<file path="src/rtl/pipeline_hazard_ctrl.sv">
// rtl/pipeline_hazard_ctrl.sv - pipeline stall/flush scheduler with memory-wait watchdog
// Optional event counters are built when HAZARD_PERF_CNT_EN is defined.
module pipeline_hazard_ctrl #(
   parameter int MEM_TIMEOUT = 0,
   parameter int CNT_W       = 32
) (
   input  logic             clk,
   input  logic             reset,
   input  logic [4:0]       rs1_ID,
   input  logic [4:0]       rs2_ID,
   input  logic             use_rs1_ID,
   input  logic             use_rs2_ID,
   input  logic [4:0]       rd_EX,
   input  logic             ID_EX_memRead,
   input  logic             mispredict_EX,
   input  logic             dmem_req,
   input  logic             dmem_ready,
   output logic             PCWrite,
   output logic             IF_ID_write,
   output logic             IF_ID_flush,
   output logic             ID_EX_write,
   output logic             ID_EX_flush,
   output logic             EX_MEM_write,
   output logic             MEM_WB_bubble,
   output logic             mem_timeout,
   output logic [CNT_W-1:0] lu_stall_cnt,
   output logic [CNT_W-1:0] mem_stall_cnt,
   output logic [CNT_W-1:0] flush_cnt
);

   localparam int WC_W = (MEM_TIMEOUT > 1) ? $clog2(MEM_TIMEOUT + 1) : 1;

   typedef enum logic [1:0] {S_RUN, S_WAIT, S_ERROR} state_t;

   state_t          state_q, state_d;
   logic [WC_W-1:0] wait_cnt_q, wait_cnt_d;
   logic            mem_timeout_q, mem_timeout_d;

   logic mem_busy;
   logic load_use;
   logic freeze;

   assign mem_busy = dmem_req & ~dmem_ready;
   assign load_use = ID_EX_memRead & (rd_EX != 5'd0) &
                     ((use_rs1_ID & (rs1_ID == rd_EX)) | (use_rs2_ID & (rs2_ID == rd_EX)));
   assign freeze   = mem_busy | (state_q == S_ERROR);

   always_comb begin
      PCWrite       = 1'b1;
      IF_ID_write   = 1'b1;
      IF_ID_flush   = 1'b0;
      ID_EX_write   = 1'b1;
      ID_EX_flush   = 1'b0;
      EX_MEM_write  = 1'b1;
      MEM_WB_bubble = 1'b0;
      if (!reset) begin
         if (freeze) begin
            PCWrite       = 1'b0;
            IF_ID_write   = 1'b0;
            ID_EX_write   = 1'b0;
            EX_MEM_write  = 1'b0;
            MEM_WB_bubble = 1'b1;
         end else if (mispredict_EX) begin
            IF_ID_flush = 1'b1;
            ID_EX_flush = 1'b1;
         end else if (load_use) begin
            PCWrite     = 1'b0;
            IF_ID_write = 1'b0;
            ID_EX_flush = 1'b1;
         end
      end
   end

   // Ready arriving in the expiry cycle wins because the ~mem_busy test comes first.
   always_comb begin
      state_d       = state_q;
      wait_cnt_d    = wait_cnt_q;
      mem_timeout_d = mem_timeout_q;
      case (state_q)
         S_RUN: begin
            if (mem_busy) begin
               state_d    = S_WAIT;
               wait_cnt_d = WC_W'(1);
            end
         end
         S_WAIT: begin
            if (!mem_busy) begin
               state_d    = S_RUN;
               wait_cnt_d = '0;
            end else if ((MEM_TIMEOUT != 0) && (wait_cnt_q == WC_W'(MEM_TIMEOUT))) begin
               state_d       = S_ERROR;
               mem_timeout_d = 1'b1;
            end else if (wait_cnt_q != '1) begin
               wait_cnt_d = wait_cnt_q + 1'b1;
            end
         end
         S_ERROR: mem_timeout_d = 1'b1;
         default: state_d = S_RUN;
      endcase
   end

   always_ff @(posedge clk) begin
      if (reset) begin
         state_q       <= S_RUN;
         wait_cnt_q    <= '0;
         mem_timeout_q <= 1'b0;
      end else begin
         state_q       <= state_d;
         wait_cnt_q    <= wait_cnt_d;
         mem_timeout_q <= mem_timeout_d;
      end
   end

   assign mem_timeout = mem_timeout_q;

`ifdef HAZARD_PERF_CNT_EN
   logic             flush_win, lu_win;
   logic [CNT_W-1:0] lu_cnt_q, lu_cnt_d;
   logic [CNT_W-1:0] ms_cnt_q, ms_cnt_d;
   logic [CNT_W-1:0] fl_cnt_q, fl_cnt_d;

   assign flush_win = ~freeze & mispredict_EX;
   assign lu_win    = ~freeze & ~mispredict_EX & load_use;

   always_comb begin
      lu_cnt_d = lu_cnt_q;
      ms_cnt_d = ms_cnt_q;
      fl_cnt_d = fl_cnt_q;
      if (lu_win && (lu_cnt_q != '1)) lu_cnt_d = lu_cnt_q + 1'b1;
      if (freeze && (ms_cnt_q != '1)) ms_cnt_d = ms_cnt_q + 1'b1;
      if (flush_win && (fl_cnt_q != '1)) fl_cnt_d = fl_cnt_q + 1'b1;
   end

   always_ff @(posedge clk) begin
      if (reset) begin
         lu_cnt_q <= '0;
         ms_cnt_q <= '0;
         fl_cnt_q <= '0;
      end else begin
         lu_cnt_q <= lu_cnt_d;
         ms_cnt_q <= ms_cnt_d;
         fl_cnt_q <= fl_cnt_d;
      end
   end

   assign lu_stall_cnt  = lu_cnt_q;
   assign mem_stall_cnt = ms_cnt_q;
   assign flush_cnt     = fl_cnt_q;
`else
   assign lu_stall_cnt  = '0;
   assign mem_stall_cnt = '0;
   assign flush_cnt     = '0;
`endif

endmodule
</file>
<file path="config.mk">
export PLATFORM = sky130hd
export DESIGN_NAME = pipeline_hazard_ctrl
export DESIGN_NICKNAME = d
export VERILOG_FILES = /design/src/rtl/pipeline_hazard_ctrl.sv
export SDC_FILE = /design/constraint.sdc
export NUM_CORES = 1
export LEC_CHECK = 0
export CORE_ASPECT_RATIO = 2
export CORE_UTILIZATION = 26
export DETAILED_ROUTE_END_ITERATION = 8
export PLACE_DENSITY = 0.95
export SYNTH_ARGS = -nofsm -noshare
export SYNTH_HDL_FRONTEND = slang
export SYNTH_SLANG_ARGS = --single-unit
</file>
<file path="constraint.sdc">
create_clock -name clk -period 2 [get_ports clk]
set_input_delay 0.4 -clock clk [delete_from_list [all_inputs] [get_ports clk]]
set_output_delay 0.4 -clock clk [all_outputs]
set_load 0.05 [all_outputs]
</file>
# Yosys cells after proc, flatten, opt, wreduce, memory -nomap -nowiden

Cells that the tools add are included.

Bits in registers: 3
Word-level logic and storage cells: 38

Equality and inequality tests: 6
Multiplexer cells: 18
Bitwise logic cells: 9
Reductions and logical operators: 3

Operators with widths:

| operator             | number |
|---|---|
| $mux W1              | 15 |
| $eq A5 B5 Y1         | 2 |
| $pmux W2 S3          | 1 |
| $and A1 B1 Y1        | 5 |
| $reduce_bool A5 Y1   | 1 |
| $mux W2              | 2 |
| $ne A2 B2 Y1 const B | 2 |
| $reduce_and A3 Y1    | 1 |
| $eq A2 B1 Y1 const B | 1 |
| $eq A2 B2 Y1 const B | 1 |
| $logic_not A2 Y1     | 1 |
| $not A1 Y1           | 2 |
| $or A1 B1 Y1         | 2 |

# Longest topological paths before layout

Depth after elaboration: 8
Gate-level depth with buffers: 5

# Worst setup path before layout

No wires, ideal clock.

Path kind: input port to output port
From: input dmem_ready
To: output PCWrite
Arrival: 3016 ps
Data required time: 1600 ps
Setup slack: -1416 ps
Cell stages on the path: 4
Buffers on the path: 1
Cell sequence: nor3b_1 -> inv_1 -> o41a_1 -> buf_4

Cells in the longest elaborated chain, start to end: 5

Ends and longest elaborated chain:

| what                 | RTL line | text |
|---|---|---|
| from (decl)          | 17       | `input logic dmem_ready,` |
| $not A1 Y1           | 43       | `assign mem_busy = dmem_req & ~dmem_ready;` |
| $and A1 B1 Y1        | 43       |  |
| $or A1 B1 Y1         | 46       | `assign freeze = mem_busy \| (state_q == S_ERROR);` |
| $mux W1 (2 in a row) | -        |  |
| to (decl)            | 18       | `output logic PCWrite,` |

No other way between the ends.

# Final worst setup path

From: input rd_EX[3]
To: output PCWrite

Cells in the longest elaborated chain, start to end: 8

Ends and longest elaborated chain:

| what              | RTL line | text |
|---|---|---|
| from (decl)       | 13       | `input logic [4:0] rd_EX,` |
| $eq A5 B5 Y1      | 45       | `((use_rs1_ID & (rs1_ID == rd_EX)) \| (use_rs2_ID & (rs2_ID == rd_EX)));` |
| $and A1 B1 Y1     | 45       |  |
| $or A1 B1 Y1      | 45       |  |
| $and A1 B1 Y1 (*) | 44       | `assign load_use = ID_EX_memRead & (rd_EX != 5'd0) &` |
| $mux W1 (*)       | 66       | `end else if (load_use) begin` |
| $mux W1 (*)       | 63       | `end else if (mispredict_EX) begin` |
| $mux W1 (*)       | 57       | `if (freeze) begin` |
| $mux W1 (*)       | 56       | `if (!reset) begin` |

Every way passes the cells marked *; elsewhere a longest branch is shown, timed or not.

==> results.md <==
- Status: finished, violations left
- Failing checks: negative setup slack
- Yosys warnings: 0
- Fin crit share: 1.09
- Cell taking the most area after synthesis: buf_4
- # DRC: 0
- Setup crit end kind: output port
- Final setup vio count: 3
- First-pass GRT wire length: 1690 um
- Setup WS post-layout: -0.190 ns
- Crit path time final: 2.19 ns
- Worst Path Max Fanout: 2
- Cell Area, Synth: 933 um2
- Largest net degree at the start of global routing: 4
- WS Path Type: in2out
- Leakage power total: 0.629 nW
- Die Wd: 44.4 um
- Final Wtd Congestion: 0.680
- Multi-input gate area: 616 um2
- Setup TNS: -0.420 ns
- GRT Overall Usage: 0.0600
- Required time of the critical path: 1.60 ns
- Synth area leaders: buf_4 80%, xor2_1 7.5%, xnor2_1 1.9%
- CP startpoint: rd_EX[3]
- Final WL: 1400 um
- Mapped Cells: 124
- FF+latch count: 0
- Count of final max-slew check failures: 0
- Initial drt markers: 12
- Top-area cell type share of the netlist area: 0.796
- Ratio of cells with drive above 1 in the final layout: 0.239
- Layout Nets: 184
- Drt wl/cell: 6.77 um
- Final Hold Viols: 0
- Worst Hold Class: in2out
- Clock buf count: 0
- Placed cell count: 206
- Non-Filler Instances: 207
- Hpwl dp: 1320 um
- Worst Setup EP: PCWrite
- Startpoint Class: input port
- Seq/Total Area, Yosys: 0
- Die H: 86.7 um
- Peak Freq: 457 MHz
- Vias in the first global route: 388
- Gr ovfl total: 0
- Maxcap violations: 0
- Vias: 612
- Die area: 0.00385 mm2
- Fin util: 0.316
- Vias per std cell: 2.96
- Core area: 0.00342 mm2
- CP arrival: 1.79 ns
- RSZ-0062 raised after global routing: yes
- Cell variety after synth: 17
- PortBufs: 29
- Initial core utilization: 0.273
- Routed Antenna Nets: 0
- Core Rows: 30
- Layout Area Growth over Synthesis: 15.5%
- Ant. Diodes: 0
- Worst hold slack: 1.38 ns
- Drt pass-1 iters: 2
- PwrDens: 509 mW/mm2
- Worst vdd ir: 0.000170 V
- Fillers: 354
- Initial antenna violation count: 0
- IO Pins: 127
- Register area: 0 um2
- Hold_buf cts: 0
- Mean post-synth cell area: 7.53 um2
==> cells in the mapped netlist <==
cell type  instances
nor4_2             1
or4_1              1
nor3b_1            1
nor4_1             1
buf_4             99
and2_0             1
and2_1             1
xor2_1             8
inv_1              2
o41a_1             1
xnor2_1            2
a32oi_1            1
o21bai_1           1
o211ai_1           1
a21oi_1            1
o21ai_0            1
conb_1             1
==> worst min path at each step <==
stage	startpoint	to	slack, ns	cells past startpoint
finish	reset	EX_MEM_write	1.38	5
global route	reset	EX_MEM_write	1.42	5
CTS	dmem_ready	EX_MEM_write	1.49	6
detailed placement	mispredict_EX	PCWrite	1.64	3
global placement	dmem_req	MEM_WB_bubble	1.66	4
floorplan	dmem_ready	MEM_WB_bubble	0.87	1
==> critical path: stages <==
cell     delay, ns
buf_8         0.10
xor2_2        0.17
nor4_2        0.31
a32oi_2       0.17
o41a_4        0.47
buf_8         0.16
==> cells by family (layout without fill, tap and decap cells) <==
group / after synthesis / after routing / share of synthesized area
other: 1 / 97 / 0.00402
AOI/OAI and AO/OA: 6 / 6 / 0.0483
xor gates and xnor gates: 10 / 10 / 0.0938
and+or+nand+nor: 6 / 6 / 0.0496
buffers and inverters: 101 / 40 / 0.804
==> cell type report <==
| type | count | area share |
|---|---|---|
| repair buffers | 38 | 0.363 |
| multi-input cells | 119 | 0.571 |
| well taps | 48 | 0.0557 |
| inverters | 2 | 0.0104 |
==> stage by stage <==
step	worst slack, ns	total power, mW	instance area [um2]
after floorplan	-0.324	0.597	1320
after CTS	-0.250	0.542	1050
after global routing	-0.214	0.568	1080
final	-0.190	0.549	1080
after detailed placement	-0.593	0.536	1010
after global placement	-0.567	0.535	1010
==> layer usage <==
metal | vias up | GRT usage | wire [um]
met5 | - | 0 | 0
met4 | 0 | 0 | 0
met3 | 0 | 0.0125 | 300
met2 | 112 | 0.139 | 760
met1 | 239 | 0.0465 | 341
li1 | 261 | - | -
==> placed cells by master (no fill, tap or decap), drive strengths merged <==
cell and n:
nor3b 1, o211ai 1, clkinvlp 1, a21oi 1, clkdlybuf4s15 1, conb 97, dlymetal6s2s 2, a32oi 1
xor2 8, and2 2, o41a 1, o21bai 1, or4 1, xnor2 2, nor4 2, inv 1
buf 27, o21ai 1, clkdlybuf4s50 4, dlygate4sd2 4
==> power by group <==
part	internal [mW]	switching (mW)
Clock	0	0
Combinational	0.0828	0.466
Sequential	0	0
==> timing repair <==
| action | 4_1_cts | 5_1_grt |
|---|---|---|
| setup endpoints to repair | 5 | 5 |
| pin swaps | 15 | 6 |
| buffers inserted | 2 | 0 |
| resized for setup | 67 | 9 |
No activity file was read; power rests on OpenSTA's default activity.
